<file path="src/rtl/calc_cmd_enc.sv">
// calc_cmd_enc: turns raw operation-select buttons and a commit button into a
// registered ALU opcode with a valid/ready handshake.
//
// Ports
//   clk       : single clock, all state updates on its rising edge
//   reset     : synchronous, active-high reset
//   btnl/r/d  : raw asynchronous operation-select buttons
//   btnc      : raw asynchronous commit button
//   op_ready  : consumer accepts alu_op when op_valid && op_ready
//   alu_op    : registered encoded operation (bits above 3 are always 0)
//   op_valid  : registered, an operation is pending
//   op_drop   : one-cycle pulse, a commit was discarded while busy
//   op_seq    : count of accepted transfers, wraps at 16
//
// LATCH_MODE=1 captures on a debounced btnc rising edge and holds the code
// until accepted. LATCH_MODE=0 streams the registered encode of the selects
// every cycle and ignores btnc and op_ready.

module calc_cmd_enc #(
   parameter int unsigned DEB_CYCLES = 4,
   parameter int unsigned OP_W       = 4,
   parameter int unsigned LATCH_MODE = 1
) (
   input  logic            clk,
   input  logic            reset,
   input  logic            btnl,
   input  logic            btnr,
   input  logic            btnd,
   input  logic            btnc,
   input  logic            op_ready,
   output logic [OP_W-1:0] alu_op,
   output logic            op_valid,
   output logic            op_drop,
   output logic [3:0]      op_seq
);

   localparam int unsigned CNT_W = 8;
   localparam int unsigned NBTN  = 4;
   // Flip happens on the edge that closes the DEB_CYCLES-th mismatched cycle.
   localparam logic [CNT_W-1:0] DEB_LAST = CNT_W'(DEB_CYCLES - 1);

   // Button vector order: [3]=c, [2]=l, [1]=r, [0]=d
   logic [NBTN-1:0]  raw;
   logic [NBTN-1:0]  sync1;
   logic [NBTN-1:0]  sync2;
   logic [NBTN-1:0]  deb;
   logic [CNT_W-1:0] cnt [NBTN];
   logic             prev_c;
   logic [3:0]       code_c;
   logic             commit_c;

   assign raw = {btnc, btnl, btnr, btnd};

   // Opcode table indexed by debounced {l,r,d}
   function automatic logic [3:0] encode(input logic [2:0] sel);
      logic [3:0] code;
      case (sel)
         3'b000:  code = 4'b0000;
         3'b001:  code = 4'b0001;
         3'b010:  code = 4'b0100;
         3'b011:  code = 4'b0101;
         3'b100:  code = 4'b0110;
         3'b101:  code = 4'b1010;
         3'b110:  code = 4'b1011;
         default: code = 4'b1100;
      endcase
      return code;
   endfunction

   // Two-flop synchroniser per button
   always_ff @(posedge clk) begin
      if (reset) begin
         sync1 <= '0;
         sync2 <= '0;
      end else begin
         sync1 <= raw;
         sync2 <= sync1;
      end
   end

   // Per-button debouncer; counter tracks consecutive mismatched cycles
   always_ff @(posedge clk) begin
      if (reset) begin
         deb    <= '0;
         prev_c <= 1'b0;
         for (int i = 0; i < NBTN; i++) cnt[i] <= '0;
      end else begin
         prev_c <= deb[3];
         for (int i = 0; i < NBTN; i++) begin
            if (sync2[i] == deb[i]) begin
               cnt[i] <= '0;
            end else if (cnt[i] == DEB_LAST) begin
               deb[i] <= sync2[i];
               cnt[i] <= '0;
            end else begin
               cnt[i] <= cnt[i] + CNT_W'(1);
            end
         end
      end
   end

   assign code_c   = encode(deb[2:0]);
   assign commit_c = deb[3] & ~prev_c;

   generate
      if (LATCH_MODE != 0) begin : g_latch
         typedef enum logic {IDLE, PEND} state_t;
         state_t state;

         // Commit/handshake controller; op_valid mirrors state == PEND
         always_ff @(posedge clk) begin
            if (reset) begin
               state    <= IDLE;
               alu_op   <= '0;
               op_valid <= 1'b0;
               op_drop  <= 1'b0;
               op_seq   <= '0;
            end else begin
               op_drop <= 1'b0;
               if (op_valid && op_ready) op_seq <= op_seq + 4'd1;
               case (state)
                  IDLE: begin
                     if (commit_c) begin
                        alu_op   <= OP_W'(code_c);
                        op_valid <= 1'b1;
                        state    <= PEND;
                     end
                  end
                  PEND: begin
                     if (op_ready) begin
                        // Back-to-back: accept and recapture with no idle cycle
                        if (commit_c) begin
                           alu_op <= OP_W'(code_c);
                        end else begin
                           op_valid <= 1'b0;
                           state    <= IDLE;
                        end
                     end else if (commit_c) begin
                        op_drop <= 1'b1;
                     end
                  end
                  default: begin
                     state    <= IDLE;
                     op_valid <= 1'b0;
                  end
               endcase
            end
         end
      end else begin : g_live
         // Live level mode: registered encode every cycle, handshake held idle
         always_ff @(posedge clk) begin
            if (reset) begin
               alu_op <= '0;
            end else begin
               alu_op <= OP_W'(code_c);
            end
            op_valid <= 1'b0;
            op_drop  <= 1'b0;
            op_seq   <= '0;
         end
      end
   endgenerate

endmodule

</file>
<file path="config.mk">
export PLATFORM = sky130hd
export DESIGN_NAME = calc_cmd_enc
export DESIGN_NICKNAME = d
export VERILOG_FILES = /design/src/rtl/calc_cmd_enc.sv
export SDC_FILE = /design/constraint.sdc
export NUM_CORES = 1
export LEC_CHECK = 0
export ABC_AREA = 1
export BUFFER_PORTS_ARGS = -buffer_cell sky130_fd_sc_hd__buf_2
export CAP_MARGIN = 25
export CORE_MARGIN = 8
export CORE_UTILIZATION = 25
export CTS_CLUSTER_DIAMETER = 100
export CTS_CLUSTER_SIZE = 40
export DETAILED_ROUTE_END_ITERATION = 7
export GPL_ROUTABILITY_DRIVEN = 0
export PLACE_DENSITY_LB_ADDON = 0.3
export SYNTH_ARGS = -nofsm -noshare
export SYNTH_HDL_FRONTEND = slang
export SYNTH_SLANG_ARGS = --single-unit
</file>
<file path="constraint.sdc">
create_clock -name clk -period 1.64 [get_ports clk]
set_input_delay 0.164 -clock clk [delete_from_list [all_inputs] [get_ports clk]]
set_output_delay 0.164 -clock clk [all_outputs]
set_load 0.01 [all_outputs]
</file>
==> run metrics, run 1 <==
status completed; syn_area_per_cell 7.99 um2; IO Count 17; vias in the first global route approximately 2300; Most used DFF post-synth edfxtp_1; kind of critical path flip-flop to flip-flop; Critical Path Fanout Max 7; initial antenna violation count 0; top-count cell post-synth nand2_1; Area Overhead vs Synth 17.8%; Final Net Count 437; Worst-Skew Late Latency 290 ps; number of max-cap violations 0; chip height 125 um; RSZ-0062 raised after global routing no; kind of end point of the critical path flip-flop; worst r2r path cells 6; Hold Path Cell Cnt 3; max-slew violations 0; top cells by area, synth edfxtp_1 (32%), dfxtp_1 (16%), nand2_1 (11%); Die Wd 125 um; final design area excluding fillers 0.00351 mm2; number of distinct library cells after synthesis 26; Setup violations, final 0; Resized cells post-CTS 0; row count 40; Power Density 821 mW/mm2; DP Area around 0.0033 mm2; highest clock rate 694 MHz; layout cells sized above 1 21.1%; Initial Utilization between 20% and 30%; worst reg2reg setup slack slightly below 200 ps; Req. time, crit path 1680 ps; mean routed wirelength per cell 8.94 um; core area 0.0118 mm2; final clock skew 7.11 ps; startpoint types flip-flop; Worst IR Drop VDD 0.450 mV; Hold Crit Class primary input to flip-flop; fin crit share just under 90%; Detail Route Antenna Nets 0; Ant. Diodes 0; Total Wirelength 5130 um; top-area cell type share of the netlist area 32.3%; vias 2296; Syn Std Cell Area 0.00298 mm2; TritonCTS clock tree done; Post-CTS Setup Inserts 0; detailed router's first-iteration violation count 73; TritonCTS Buffers 5; Die ar. around 0.016 mm2; Via-to-Cell Ratio about 4.0; GRT overflow 0; largest area contributor in the netlist edfxtp_1; synthesized instance count 373; Seq/Total Area, Yosys 48.4%; async set or reset register ratio after synthesis 0%; Clock Sinks 56; data arrival time of the worst path 1490 ps; CTS root buffer clkbuf_16; Reg clk slew, reported paths 70 ps; first-pass GRT wire length 9230 um; Final min period 1440 ps; GRT Total Usage 6.84%; flops & latches, synth 56; hpwl dp approximately 4000 um; Port Buffer Count 16; Clock Path Buffers 2; H-Tree Level Count 2; Filler Cells Inserted roughly 1300; setup TNS 0 ps; Hold Fails Final Rpt 0; Post-synth top cells nand2_1 (87), nor2_1 (59), inv_1 (42), edfxtp_1 (32); Post-synth EDFFs 32; drt first pass iters 4; post-route DRC violation count 0; pin count of the biggest net entering global routing 17; Yosys warning count 0; hold buffer count at cts 0; Lkg Pwr 1.47 nW
==> sequential cells by signal (all words and copies together), names as in the netlist <==
register	flops
alu_op	4
deb	4
op_drop	1
sync2	4
g_latch.state	1
op_seq	4
sync1	4
cnt	32
prev_c	1
op_valid	1
==> final cells by class <==
type	instances	area, um2	share of cell area [%]
multi-input combinational	286	1420	40.3
tap	147	184	5.24
clock inverter	1	5.00	0.143
clock buffer	7	154	4.39
timing repair buffer	17	87.6	2.50
inverter	59	221	6.31
sequential	56	1440	41.1
==> report_power, final <==
part           switching, mW  leakage, nW  internal (mW)
clock network          0.478       0.0790          0.658
logic                  0.114        0.862         0.0573
registers             0.0426        0.525           1.53
==> placed cells by master (no fill, tap or decap), drive strengths merged <==
cell type	n
ha	5
inv	59
or2	2
dfxtp	24
clkinv	1
clkbuf	7
nor2	77
o21ai	11
a21oi	22
xor2	5
nand3	26
nand2	98
conb	32
nand4	3
buf	17
edfxtp	32
nor3	2
o21bai	3
==> routing by layer <==
| metal | vias to the layer above | global-route usage (%) | share of wire [%] |
|---|---|---|---|
| met5 | - | 0 | 0 |
| met4 | 0 | 2.65 | 1.2 |
| met3 | 5 | 1.66 | 2.7 |
| met2 | 19 | 11.4 | 45 |
| met1 | 1031 | 8.29 | 51 |
| li1 | 1241 | - | - |
==> kinds of logic (layout without fill, tap and decap cells) <==
group                      after synthesis  in the layout  share of synthesized area [%]
AOI/OAI and AO/OA                       36             36                           8.32
xor gates and xnor gates                 5              5                           1.47
adders and majority gates                5              5                           2.10
buffers and inverters                   62             84                           8.02
DFF                                     56             56                           48.4
other                                    1             32                          0.126
and+or+nand+nor                        208            208                           31.6
==> metrics by stage <==
stage / setup WS, ps / utilization, % / power, mW / cells / hold WS [ps]
after global routing: 96.5 / 29.7 / 2.99 / 573 / 70.2
after global placement: 226 / 28.4 / 1.77 / 565 / 367
after floorplan: 315 / - / 1.73 / 404 / 233
after detailed placement: 197 / 28.4 / 1.78 / 565 / 380
final: 198 / 29.7 / 2.88 / 573 / 75.3
after CTS: 185 / 29.7 / 2.92 / 573 / 69.5
==> critical path, cell delays in order (launching register included) <==
cell and delay [ps]:
edfxtp_1 430, ha_1 250, nand2_1 120, nor2_2 150, nand2_2 70, nand2_4 130, nor2_2 50
==> worst paths after layout <==
| path | from | end |
|---|---|---|
| worst max register to register | cnt[0][0]$_SDFFCE_PN0P_ | cnt[0][3]$_SDFFCE_PN0P_ |
| worst max-delay path | cnt[0][0]$_SDFFCE_PN0P_ | cnt[0][3]$_SDFFCE_PN0P_ |
| worst min-delay path | btnc | sync1[3]$_SDFF_PP0_ |
| worst min register to register | sync1[1]$_SDFF_PP0_ | sync2[1]$_SDFF_PP0_ |
No activity file was read; power rests on OpenSTA's default activity.
==> run 2: changes to the inputs <==
Settings changed: BUFFER_PORTS_ARGS -buffer_cell sky130_fd_sc_hd__buf_2 to -buffer_cell sky130_fd_sc_hd__buf_4, REMOVE_ABC_BUFFERS set to 1.
==> run 2 against run 1 <==
  * Die area did not move
  * Flip-flop and latch count is the same
  * Largest cell class unchanged
  * Critical path type unchanged
  * Cell area is 1.5% higher
  * Largest power group unchanged
  * Via count down 0.22%
  * Hold slack improved by 2.8 ps
  * Non-clock buffer count decreased by 1
==> run metrics, run 2 (synthesis gave the netlist of run 1 again) <==
Hold Crit Class primary input to flip-flop; Critical Path Fanout Max 7; hpwl dp 3950 um; Hold Path Cell Cnt 3; fin crit share ~88%; reg-to-reg startpoint cnt[0][0]$_SDFFCE_PN0P_; critical path cell sequence ha_1, nand2_1, nor2_2, nand2_2, nand2_4, nor2_2; highest clock rate 693 MHz; Post-Place Cells 564; Worst Setup SP cnt[0][0]$_SDFFCE_PN0P_; startpoint types flip-flop; Worst path most repeated cell nor2_2; RSZ-0062 raised after global routing no; layout cells sized above 1 21.2%; Hold Fails Final Rpt 0; Setup crit end cnt[0][3]$_SDFFCE_PN0P_; stages on the worst setup path 6; status completed; TritonCTS clock tree done; Lkg Pwr around 1.5 nW; commonest non-fill, non-tap cells in the layout nand2_1 (87), nor2_1 (59), inv_1 (42); hold buffer count at cts 0; Critical Path Max Stage Delay between 400 and 500 ps; Final min period 1440 ps; Die ar. 0.0157 mm2; Largest Register cnt; Total Wirelength roughly 5100 um; Clock Sinks 56; worst reg2reg setup slack 200 ps; worst r2r path cells 6; commonest non-fill, non-tap cell in the layout nand2_1; Detail Route Antenna Nets 0; Port Buffer Count 16; core area 0.0118 mm2; Via-to-Cell Ratio 4.01; Worst IR Drop VDD 0.501 mV; Post-CTS Setup Inserts 0; CTS root buffer clkbuf_16; data arrival time of the worst path about 1500 ps; GRT Total Usage 6.78%; Reg clk slew, reported paths ~70 ps; Area Overhead vs Synth 19.5%; Clock Path Buffers 2; Setup violations, final 0; WP buf/inv 0; IO Count 17; max-slew violations 0; kind of critical path flip-flop to flip-flop; GRT overflow 0; DP Area 0.00338 mm2; initial antenna violation count 0; Power, Total just under 3 mW; setup TNS 0 ps; vias around 2300; chip height 125 um; Die Wd between 100 and 150 um; vias in the first global route about 2200; kind of end point of the critical path flip-flop; Largest register FFs 32; drt first pass iters 4; pin count of the biggest net entering global routing 17; Resized cells post-CTS 0; cell family with most CP delay simple AND/OR/NAND/NOR gates; final clock skew 5.36 ps; Req. time, crit path 1690 ps; mean routed wirelength per cell 8.85 um; TritonCTS Buffers 5; Ant. Diodes 0; Initial Utilization 25.2%; number of max-cap violations 0; worst r2r dst cnt[0][3]$_SDFFCE_PN0P_; first-pass GRT wire length about 9100 um; slowest CP cell edfxtp_1; post-route DRC violation count 0; Layout Cells excl Fill 572; row count 40; final design area excluding fillers ~0.0036 mm2; H-Tree Level Count 2; detailed router's first-iteration violation count 32; Power Density approximately 830 mW/mm2; Final Net Count 436; Worst-Skew Late Latency 290 ps
## run 2: cell count changes in the layout (fill, tap and decap cells not counted)
cell / previous run / this run
clkbuf_1: 1 / 0
clkbuf_8: 0 / 2
buf_2: 16 / 0
buf_4: 1 / 16
clkinv_2: 1 / 0
## run 2: metrics by stage
stage	util [%]	hold slack [ps]	setup slack (ps)
floorplan	-	233	315
global placement	28.6	374	221
detailed placement	28.6	374	188
CTS	30.1	70.9	174
global route	30.1	89.7	26.1
finish	30.1	78.1	198
## run 2: layer usage
metal	share of wire, %	track usage, %	wire [um]	vias to the layer above
met1	49	8.06	2480	1027
met4	1.2	2.36	61	0
met3	2.1	1.57	108	4
met5	0	0	0	-
met2	48	11.7	2420	14
li1	-	-	-	1246
## run 2: worst min-delay path by stage
stage,from,end,slack [ps]
2_1_floorplan,reset,alu_op[0]$_SDFFE_PP0P_,230
3_3_place_gp,btnr,sync1[1]$_SDFF_PP0_,370
3_5_place_dp,btnr,sync1[1]$_SDFF_PP0_,370
4_1_cts,btnr,sync1[1]$_SDFF_PP0_,70
5_1_grt,btnr,sync1[1]$_SDFF_PP0_,90
6_report,btnr,sync1[1]$_SDFF_PP0_,80
## run 2: where the power goes
part	internal [mW]	switching (mW)
Combinational	0.0604	0.114
Sequential	1.53	0.0423
Clock	0.743	0.470
## run 2: worst min-delay path, delay by kind of cell
| kind | cells | cell delay, ps |
|---|---|---|
| buffers and inverters | 2 | 100 |
| AND/OR/NAND/NOR | 1 | 60 |
## run 2: layout make-up
| class | instances | area [um2] |
|---|---|---|
| well taps | 147 | 184 |
| inverters | 59 | 221 |
| fillers | 1286 | 8250 |
| flip-flops and latches | 56 | 1440 |
| multi-input cells | 286 | 1420 |
| repair buffers | 16 | 120 |
| clock buffers | 8 | 178 |
